$ cat config.mk
export PLATFORM = sky130hd
export DESIGN_NAME = alu_seq_unit_flat
export DESIGN_NICKNAME = d
export VERILOG_FILES = /design/src/rtl/alu_seq_if.sv /design/src/rtl/alu_seq_unit.sv /design/src/flat_wrapper.sv
export SDC_FILE = /design/constraint.sdc
export NUM_CORES = 1
export LEC_CHECK = 0
export ABC_AREA = 0
export BUFFER_PORTS_ARGS = -buffer_cell sky130_fd_sc_hd__buf_2
export CAP_MARGIN = 30
export CORE_ASPECT_RATIO = 1.75
export CORE_MARGIN = 8
export CORE_UTILIZATION = 53
export DETAILED_ROUTE_END_ITERATION = 8
export PLACE_DENSITY = 0.72
export SYNTH_ARGS = -nofsm -noshare
export SYNTH_HDL_FRONTEND = slang
export SYNTH_SLANG_ARGS = --single-unit
export TNS_END_PERCENT = 50
$ cat constraint.sdc
create_clock -name clk_i -period 6.6 [get_ports clk_i]
set_input_delay 0.33 -clock clk_i [delete_from_list [all_inputs] [get_ports clk_i]]
set_output_delay 0.33 -clock clk_i [all_outputs]
set_load 0.02 [all_outputs]
$ cat src/rtl/alu_seq_if.sv
// Request/response bundle between an ALU initiator and the sequential ALU unit.
interface alu_seq_if #(
  parameter int DATA_WIDTH = 32,
  parameter int OPRN_WIDTH = 6
);
  logic                  start;
  logic [DATA_WIDTH-1:0] op1;
  logic [DATA_WIDTH-1:0] op2;
  logic [OPRN_WIDTH-1:0] oprn;
  logic [DATA_WIDTH-1:0] result;
  logic                  zero;
  logic                  busy;
  logic                  done;

  modport master (
    output start, op1, op2, oprn,
    input  result, zero, busy, done
  );

  modport slave (
    input  start, op1, op2, oprn,
    output result, zero, busy, done
  );
endinterface

$ cat src/rtl/alu_seq_unit.sv
// Handshaked ALU: single-cycle logic/arith ops, iterative shift-add multiply.
// state | meaning: IDLE waits for start; EXEC writes a one-cycle result; MUL runs shift-add steps.
module alu_seq_unit #(
  parameter int DATA_WIDTH = 32,
  parameter int OPRN_WIDTH = 6
) (
  input  logic       clk_i,
  input  logic       rst_i,
  alu_seq_if.slave   alu_if
);
  localparam int CNT_W = $clog2(DATA_WIDTH + 1);
  localparam logic [CNT_W-1:0]      CNT_INIT    = CNT_W'(DATA_WIDTH);
  localparam logic [CNT_W-1:0]      CNT_ONE     = CNT_W'(1);
  localparam logic [DATA_WIDTH-1:0] SHIFT_LIMIT = DATA_WIDTH'(DATA_WIDTH);

  localparam logic [OPRN_WIDTH-1:0] OP_ADD = OPRN_WIDTH'(1);
  localparam logic [OPRN_WIDTH-1:0] OP_SUB = OPRN_WIDTH'(2);
  localparam logic [OPRN_WIDTH-1:0] OP_MUL = OPRN_WIDTH'(3);
  localparam logic [OPRN_WIDTH-1:0] OP_SRL = OPRN_WIDTH'(4);
  localparam logic [OPRN_WIDTH-1:0] OP_SLL = OPRN_WIDTH'(5);
  localparam logic [OPRN_WIDTH-1:0] OP_AND = OPRN_WIDTH'(6);
  localparam logic [OPRN_WIDTH-1:0] OP_OR  = OPRN_WIDTH'(7);
  localparam logic [OPRN_WIDTH-1:0] OP_NOR = OPRN_WIDTH'(8);
  localparam logic [OPRN_WIDTH-1:0] OP_SLT = OPRN_WIDTH'(9);

  typedef enum logic [1:0] {
    S_IDLE = 2'd0,
    S_EXEC = 2'd1,
    S_MUL  = 2'd2
  } state_t;

  state_t                state_q;
  logic [DATA_WIDTH-1:0] op1_q;
  logic [DATA_WIDTH-1:0] op2_q;
  logic [OPRN_WIDTH-1:0] oprn_q;
  logic [DATA_WIDTH-1:0] out_q;
  logic                  zero_q;
  logic                  busy_q;
  logic                  done_q;
  logic [CNT_W-1:0]      cnt_q;
  logic [DATA_WIDTH-1:0] acc_q;
  logic [DATA_WIDTH-1:0] mcand_q;
  logic [DATA_WIDTH-1:0] mplier_q;

  logic [DATA_WIDTH-1:0] res_d;
  logic [DATA_WIDTH-1:0] acc_d;

  // Single-cycle result from the latched operands; unknown opcodes give zero.
  always_comb begin
    res_d = '0;
    case (oprn_q)
      OP_ADD: res_d = op1_q + op2_q;
      OP_SUB: res_d = op1_q - op2_q;
      OP_SRL: res_d = (op2_q >= SHIFT_LIMIT) ? '0 : (op1_q >> op2_q);
      OP_SLL: res_d = (op2_q >= SHIFT_LIMIT) ? '0 : (op1_q << op2_q);
      OP_AND: res_d = op1_q & op2_q;
      OP_OR:  res_d = op1_q | op2_q;
      OP_NOR: res_d = ~(op1_q | op2_q);
      OP_SLT: res_d = {{(DATA_WIDTH-1){1'b0}}, (op1_q < op2_q)};
      default: res_d = '0;
    endcase
  end

  assign acc_d = acc_q + (mplier_q[0] ? mcand_q : '0);

  always_ff @(posedge clk_i or posedge rst_i) begin
    if (rst_i) begin
      state_q  <= S_IDLE;
      op1_q    <= '0;
      op2_q    <= '0;
      oprn_q   <= '0;
      out_q    <= '0;
      zero_q   <= 1'b1;
      busy_q   <= 1'b0;
      done_q   <= 1'b0;
      cnt_q    <= '0;
      acc_q    <= '0;
      mcand_q  <= '0;
      mplier_q <= '0;
    end else begin
      done_q <= 1'b0;
      case (state_q)
        S_IDLE: begin
          if (alu_if.start) begin
            op1_q  <= alu_if.op1;
            op2_q  <= alu_if.op2;
            oprn_q <= alu_if.oprn;
            busy_q <= 1'b1;
            if (alu_if.oprn == OP_MUL) begin
              state_q  <= S_MUL;
              cnt_q    <= CNT_INIT;
              acc_q    <= '0;
              mcand_q  <= alu_if.op1;
              mplier_q <= alu_if.op2;
            end else begin
              state_q <= S_EXEC;
            end
          end
        end
        S_EXEC: begin
          out_q   <= res_d;
          zero_q  <= (res_d == '0);
          done_q  <= 1'b1;
          busy_q  <= 1'b0;
          state_q <= S_IDLE;
        end
        S_MUL: begin
          acc_q    <= acc_d;
          mcand_q  <= mcand_q << 1;
          mplier_q <= mplier_q >> 1;
          cnt_q    <= cnt_q - CNT_ONE;
          // Last step: the final partial product is folded straight into the result.
          if (cnt_q == CNT_ONE) begin
            out_q   <= acc_d;
            zero_q  <= (acc_d == '0);
            done_q  <= 1'b1;
            busy_q  <= 1'b0;
            state_q <= S_IDLE;
          end
        end
        default: state_q <= S_IDLE;
      endcase
    end
  end

  assign alu_if.result = out_q;
  assign alu_if.zero   = zero_q;
  assign alu_if.busy   = busy_q;
  assign alu_if.done   = done_q;
endmodule

$ cat src/flat_wrapper.sv
// flat-port wrapper written by rule: the top's interface ports become plain ports
module alu_seq_unit_flat 
#(
  parameter int DATA_WIDTH = 32,
  parameter int OPRN_WIDTH = 6
)
  (clk_i, rst_i, alu_if_start, alu_if_op1, alu_if_op2, alu_if_oprn, alu_if_result, alu_if_zero, alu_if_busy, alu_if_done);
  alu_seq_if #(.DATA_WIDTH(DATA_WIDTH), .OPRN_WIDTH(OPRN_WIDTH)) alu_if_i ();
  input  logic clk_i;
  input  logic rst_i;
  input wire logic [$bits(alu_if_i.start)-1:0] alu_if_start;
  input wire logic [$bits(alu_if_i.op1)-1:0] alu_if_op1;
  input wire logic [$bits(alu_if_i.op2)-1:0] alu_if_op2;
  input wire logic [$bits(alu_if_i.oprn)-1:0] alu_if_oprn;
  output wire logic [$bits(alu_if_i.result)-1:0] alu_if_result;
  output wire logic [$bits(alu_if_i.zero)-1:0] alu_if_zero;
  output wire logic [$bits(alu_if_i.busy)-1:0] alu_if_busy;
  output wire logic [$bits(alu_if_i.done)-1:0] alu_if_done;
  assign alu_if_i.start = alu_if_start;
  assign alu_if_i.op1 = alu_if_op1;
  assign alu_if_i.op2 = alu_if_op2;
  assign alu_if_i.oprn = alu_if_oprn;
  assign alu_if_result = alu_if_i.result;
  assign alu_if_zero = alu_if_i.zero;
  assign alu_if_busy = alu_if_i.busy;
  assign alu_if_done = alu_if_i.done;
  alu_seq_unit #(.DATA_WIDTH(DATA_WIDTH), .OPRN_WIDTH(OPRN_WIDTH)) u_core (.clk_i(clk_i), .rst_i(rst_i), .alu_if(alu_if_i));
endmodule
==> impl_metrics.yaml <==
drt:
  wl_per_cell_um: 33.88
  number_of_nets_still_failing_antenna_checks_after_routing: 0
  via_count: 20140
  viasPerCell: 7.156
  firstDrtPassIters: 8
  drt-total-wl_um: 95340
  drc: 0
  detailedRoute.firstIterationViolations: 2221
yosys:
  netlist-cell-type-count: 96
  synth.ff_latch_count: 209
  synthesized_area_fraction_occupied_by_ao_oa_aoi_and_oai_cells: 0.2213
  synthXorXnorAreaFrac: 0.01427
  multiplexer_fraction_of_the_synthesized_cell_area: 0.1901
  ys_async_sr_fraction: 1.000
  syn_inst: 2310
  total_standard_cell_area_after_synthesis_um2: 20260
  dominant_combinational_cell_family_by_area_after_synthesis: "compound AO/OA/AOI/OAI gates"
  synth_fa_ha_area_frac: 0.08512
  synth_ff_type: "sky130_fd_sc_hd__dfrtp_1"
  synth.yosys.warnings: 0
  synth_edf_count: 0
  post_synth_and_or_nand_nor_area_fraction: 0.1644
  avgSynthCellArea_um2: 8.769
  synth_fp_nets: 2519
  synth_seq_area_share: 0.2583
clock_network:
  cts_root_buf: "sky130_fd_sc_hd__clkbuf_16"
  cts_buffer_depth: 3
  deepest_level_of_the_cts_h_tree: 1
  worst_setup_hold_path_clk_slew_ps: 80
  numClockSinks: 209
  clk_latency_ps: 560
  cts_tree: "built"
  cts-buffers-inserted: 21
worst_setup_path:
  worst_ep_arrival_time_ps: 5860
  crit_path_max_fanout: 50
  worst_setup_path_end_kind: "flip-flop"
  cpMaxStageDelayCell: "sky130_fd_sc_hd__mux2i_1"
  category_of_the_most_critical_setup_path: "reg -> reg"
  worst_path_most_repeated_cell: "sky130_fd_sc_hd__nor4_2"
  worstPathCellList: "buf_4 > mux4_1 > mux2i_1 > a211o_1 > a221o_1 > o211ai_1 > nor4_2 > nand4b_1 > nor4_2 > nand4_1 > nor4_2 > a211o_1"
  cp_data_required_time_ps: 7090
  crit_path_start_kind: "flip-flop"
  slowest_delay_ps: 760
hold_path:
  holdCritPathClass: "in -> reg"
floorplan:
  std_cell_rows: 95
  coreArea_um2: 38040
  initial_core_util: 0.5325
  die_h_um: 274.6
  die_width_um: 163.8
  io-pin-count: 108
  dieArea_um2: 44980
sta:
  worst_clock_skew_ps: 22.70
  rsz_0062_raised_after_global_routing: "no"
  finalCritPeriodShare: 0.8129
  max_freq_mhz: 186.4
  final-max-slew-violation-count: 0
  postLayoutSetupSlackWorst_ps: 1235
  timing.final.crit_period_ps: 5365
  worst_pin_slew_ps: 1156
  timing.max_slew.rel_slack: 0.2296
  whs_ps: 24.28
  hold_viol_final: 0
  finalSetupViolCount: 0
  finalSetupTns_ps: 0
place:
  port_buffers: 107
  routabilityCongestion: 1.116
  dp_hpwl_um: 71490
  place_ws_ps: 1626
global_route:
  grt_pass1_wl_um: 137700
  global_route.usage.total: 0.4253
  overflow: 0
  grt_pass1_vias: 20070
  grt_max_degree: 131
  grt_antenna_before_repair: 10
power_and_ir_drop:
  switching_power_mw: 7.130
  pleak_nw: 9.588
  power_mw: 12.76
  powerDensity_nw_per_um2: 587.2
  pwr-share-seq: 0.205
  p_int_mw: 5.634
  peakVddDrop_mv: 0.2745
  power.share.clock: 0.093
  combPwrFrac: 0.702
  switching_share: 0.5586
finish:
  drive_above_1_share: 0.1786
  area_growth_pct: 7.314
  final_nets: 2522
job:
  max_cap_viol_count: 0
outcome:
  run_status: "complete, no violations"
==> Yosys cell counts, types with 8 or more instances <==
cell type | count | area (µm²)
sky130_fd_sc_hd__a22oi_1 | 9 | 67.56
sky130_fd_sc_hd__a311oi_1 | 8 | 70.07
sky130_fd_sc_hd__a31oi_1 | 23 | 143.9
sky130_fd_sc_hd__mux4_2 | 53 | 1194
sky130_fd_sc_hd__clkbuf_1 | 137 | 514.2
sky130_fd_sc_hd__a211o_1 | 12 | 105.1
sky130_fd_sc_hd__nor3_1 | 42 | 210.2
sky130_fd_sc_hd__xor2_1 | 14 | 122.6
sky130_fd_sc_hd__nor2b_1 | 19 | 118.9
sky130_fd_sc_hd__nand3_1 | 49 | 245.2
sky130_fd_sc_hd__o211ai_1 | 25 | 187.7
sky130_fd_sc_hd__o21ai_0 | 191 | 955.9
sky130_fd_sc_hd__buf_4 | 9 | 67.56
sky130_fd_sc_hd__nor2_1 | 132 | 495.5
sky130_fd_sc_hd__o21a_1 | 10 | 75.07
sky130_fd_sc_hd__a21oi_1 | 115 | 575.6
sky130_fd_sc_hd__a221o_1 | 31 | 310.3
sky130_fd_sc_hd__o221ai_1 | 12 | 105.1
sky130_fd_sc_hd__ha_1 | 133 | 1664
sky130_fd_sc_hd__o31ai_1 | 15 | 112.6
sky130_fd_sc_hd__inv_1 | 114 | 427.9
sky130_fd_sc_hd__o2111ai_1 | 9 | 78.83
sky130_fd_sc_hd__buf_1 | 10 | 37.54
sky130_fd_sc_hd__buf_6 | 12 | 135.1
sky130_fd_sc_hd__mux2_2 | 98 | 1104
sky130_fd_sc_hd__nor4_1 | 24 | 150.1
sky130_fd_sc_hd__dfrtp_1 | 208 | 5205
sky130_fd_sc_hd__a221oi_1 | 27 | 236.5
sky130_fd_sc_hd__and3_1 | 15 | 93.84
sky130_fd_sc_hd__a21o_1 | 27 | 202.7
sky130_fd_sc_hd__mux2i_1 | 116 | 1161
sky130_fd_sc_hd__nand2_1 | 255 | 957.2
sky130_fd_sc_hd__and2_1 | 42 | 262.8
sky130_fd_sc_hd__nand4_1 | 13 | 81.33
sky130_fd_sc_hd__mux4_1 | 12 | 315.3
sky130_fd_sc_hd__nand2b_1 | 11 | 68.82
sky130_fd_sc_hd__o22ai_1 | 10 | 62.56
sky130_fd_sc_hd__or2_2 | 12 | 75.07
sky130_fd_sc_hd__buf_2 | 17 | 85.08
sky130_fd_sc_hd__or3_1 | 18 | 112.6
sky130_fd_sc_hd__or4_1 | 10 | 75.07
sky130_fd_sc_hd__xnor2_1 | 19 | 166.4
sky130_fd_sc_hd__a22o_1 | 23 | 201.4
sky130_fd_sc_hd__a211oi_1 | 29 | 217.7
==> worst max-delay path, delay by kind of cell (launching register included) <==
| family | cells | cell delay [ps] |
|---|---|---|
| muxes | 2 | 1450 |
| DFF | 1 | 570 |
| and+or+nand+nor | 5 | 1390 |
| buffers and inverters | 1 | 630 |
| AOI/OAI and AO/OA | 4 | 1220 |
==> cell usage in the layout, fill, tap and decap left out, types with 18 or more instances in the layout <==
| cell type | count |
|---|---|
| sky130_fd_sc_hd__ha_1 | 132 |
| sky130_fd_sc_hd__a221oi_1 | 27 |
| sky130_fd_sc_hd__mux2_2 | 98 |
| sky130_fd_sc_hd__o21ai_0 | 191 |
| sky130_fd_sc_hd__nand3_1 | 49 |
| sky130_fd_sc_hd__a221o_1 | 31 |
| sky130_fd_sc_hd__nor3_1 | 40 |
| sky130_fd_sc_hd__mux4_2 | 53 |
| sky130_fd_sc_hd__mux2i_1 | 115 |
| sky130_fd_sc_hd__clkbuf_16 | 21 |
| sky130_fd_sc_hd__xnor2_1 | 19 |
| sky130_fd_sc_hd__buf_2 | 109 |
| sky130_fd_sc_hd__a211oi_1 | 29 |
| sky130_fd_sc_hd__o211ai_1 | 25 |
| sky130_fd_sc_hd__a21oi_1 | 114 |
| sky130_fd_sc_hd__nand2_1 | 254 |
| sky130_fd_sc_hd__dfrtp_1 | 204 |
| sky130_fd_sc_hd__a22o_1 | 23 |
| sky130_fd_sc_hd__inv_1 | 113 |
| sky130_fd_sc_hd__or3_1 | 18 |
| sky130_fd_sc_hd__a21o_1 | 27 |
| sky130_fd_sc_hd__buf_4 | 54 |
| sky130_fd_sc_hd__nor4_1 | 24 |
| sky130_fd_sc_hd__nor2b_1 | 19 |
| sky130_fd_sc_hd__and2_1 | 42 |
| sky130_fd_sc_hd__a31oi_1 | 23 |
| sky130_fd_sc_hd__nor2_1 | 128 |
==> area by class of cell <==
cell class	instances	area, µm²
multi-input combinational	1797	13740
sequential	209	5239
antenna	5	12.51
fill	3523	16300
clock buffer	28	571.8
tap	485	606.8
timing repair buffer	169	1059
inverter	115	439.2
clock inverter	6	67.56
==> layer usage <==
layer,share of wire,track usage,vias up,routed length [µm]
met5,0.00028,0.006803,-,27
li1,-,-,8592,-
met3,0.086,0.1074,531,8195
met1,0.32,0.4280,9736,30090
met2,0.48,0.7053,1275,45360
met4,0.12,0.4008,4,11670
==> power groups by stage <==
stage | Combinational, mW | Clock [mW] | Sequential, mW
floorplan | 5.94 | 0 | 2.12
global placement | 8.47 | 0 | 2.51
detailed placement | 8.52 | 0 | 2.53
CTS | 8.56 | 1.19 | 2.50
global route | 9.40 | 1.24 | 2.63
finish | 8.97 | 1.18 | 2.62
==> timing repair <==
action                    4_1_cts  5_1_grt
hold buffers                    0        1
resized for setup               0        0
buffers inserted                0        0
hold endpoints to repair        0        3
==> per-stage QoR <==
stage / util / instances / cell area [µm²]
finish: 0.5715 / 2814 / 21740
global placement: 0.5511 / 2766 / 20960
detailed placement: 0.5528 / 2770 / 21030
floorplan: - / 2310 / 20260
CTS: 0.5696 / 2804 / 21670
global route: 0.5712 / 2810 / 21730
==> flip-flops by register name, summed over array words and instances (netlist names), 2 cells and up <==
name,flops
u_core.alu_if.result,32
u_core.state_q,2
u_core.mcand_q,32
u_core.op1_q,32
u_core.cnt_q,6
u_core.oprn_q,6
u_core.op2_q,32
u_core.acc_q,32
u_core.mplier_q,32
==> path summary, 6_finish.rpt <==
kind,start,endpoint,slack (ps),cells after the start
worst min-delay path,alu_if_oprn[5],u_core.oprn_q[5],20,2
worst max register to register,u_core.op2_q[1],u_core.alu_if.zero,1230,12
worst max-delay path,u_core.op2_q[1],u_core.alu_if.zero,1230,12
min in group asynchronous,rst_i,u_core.cnt_q[2],240,3
worst min register to register,u_core.alu_if.result[23],u_core.alu_if.result[23],480,2
max in group asynchronous,rst_i,u_core.op2_q[3],4920,6
==> cells by family after synthesis <==
family | Yosys count
XOR/XNOR | 33
flip-flops | 209
multiplexers | 284
AO/OA/AOI/OAI | 661
adder cells (fa/ha/maj) | 136
buffers and inverters | 304
AND/OR/NAND/NOR | 683
Note: power is estimated with default switching activity, not from simulation.
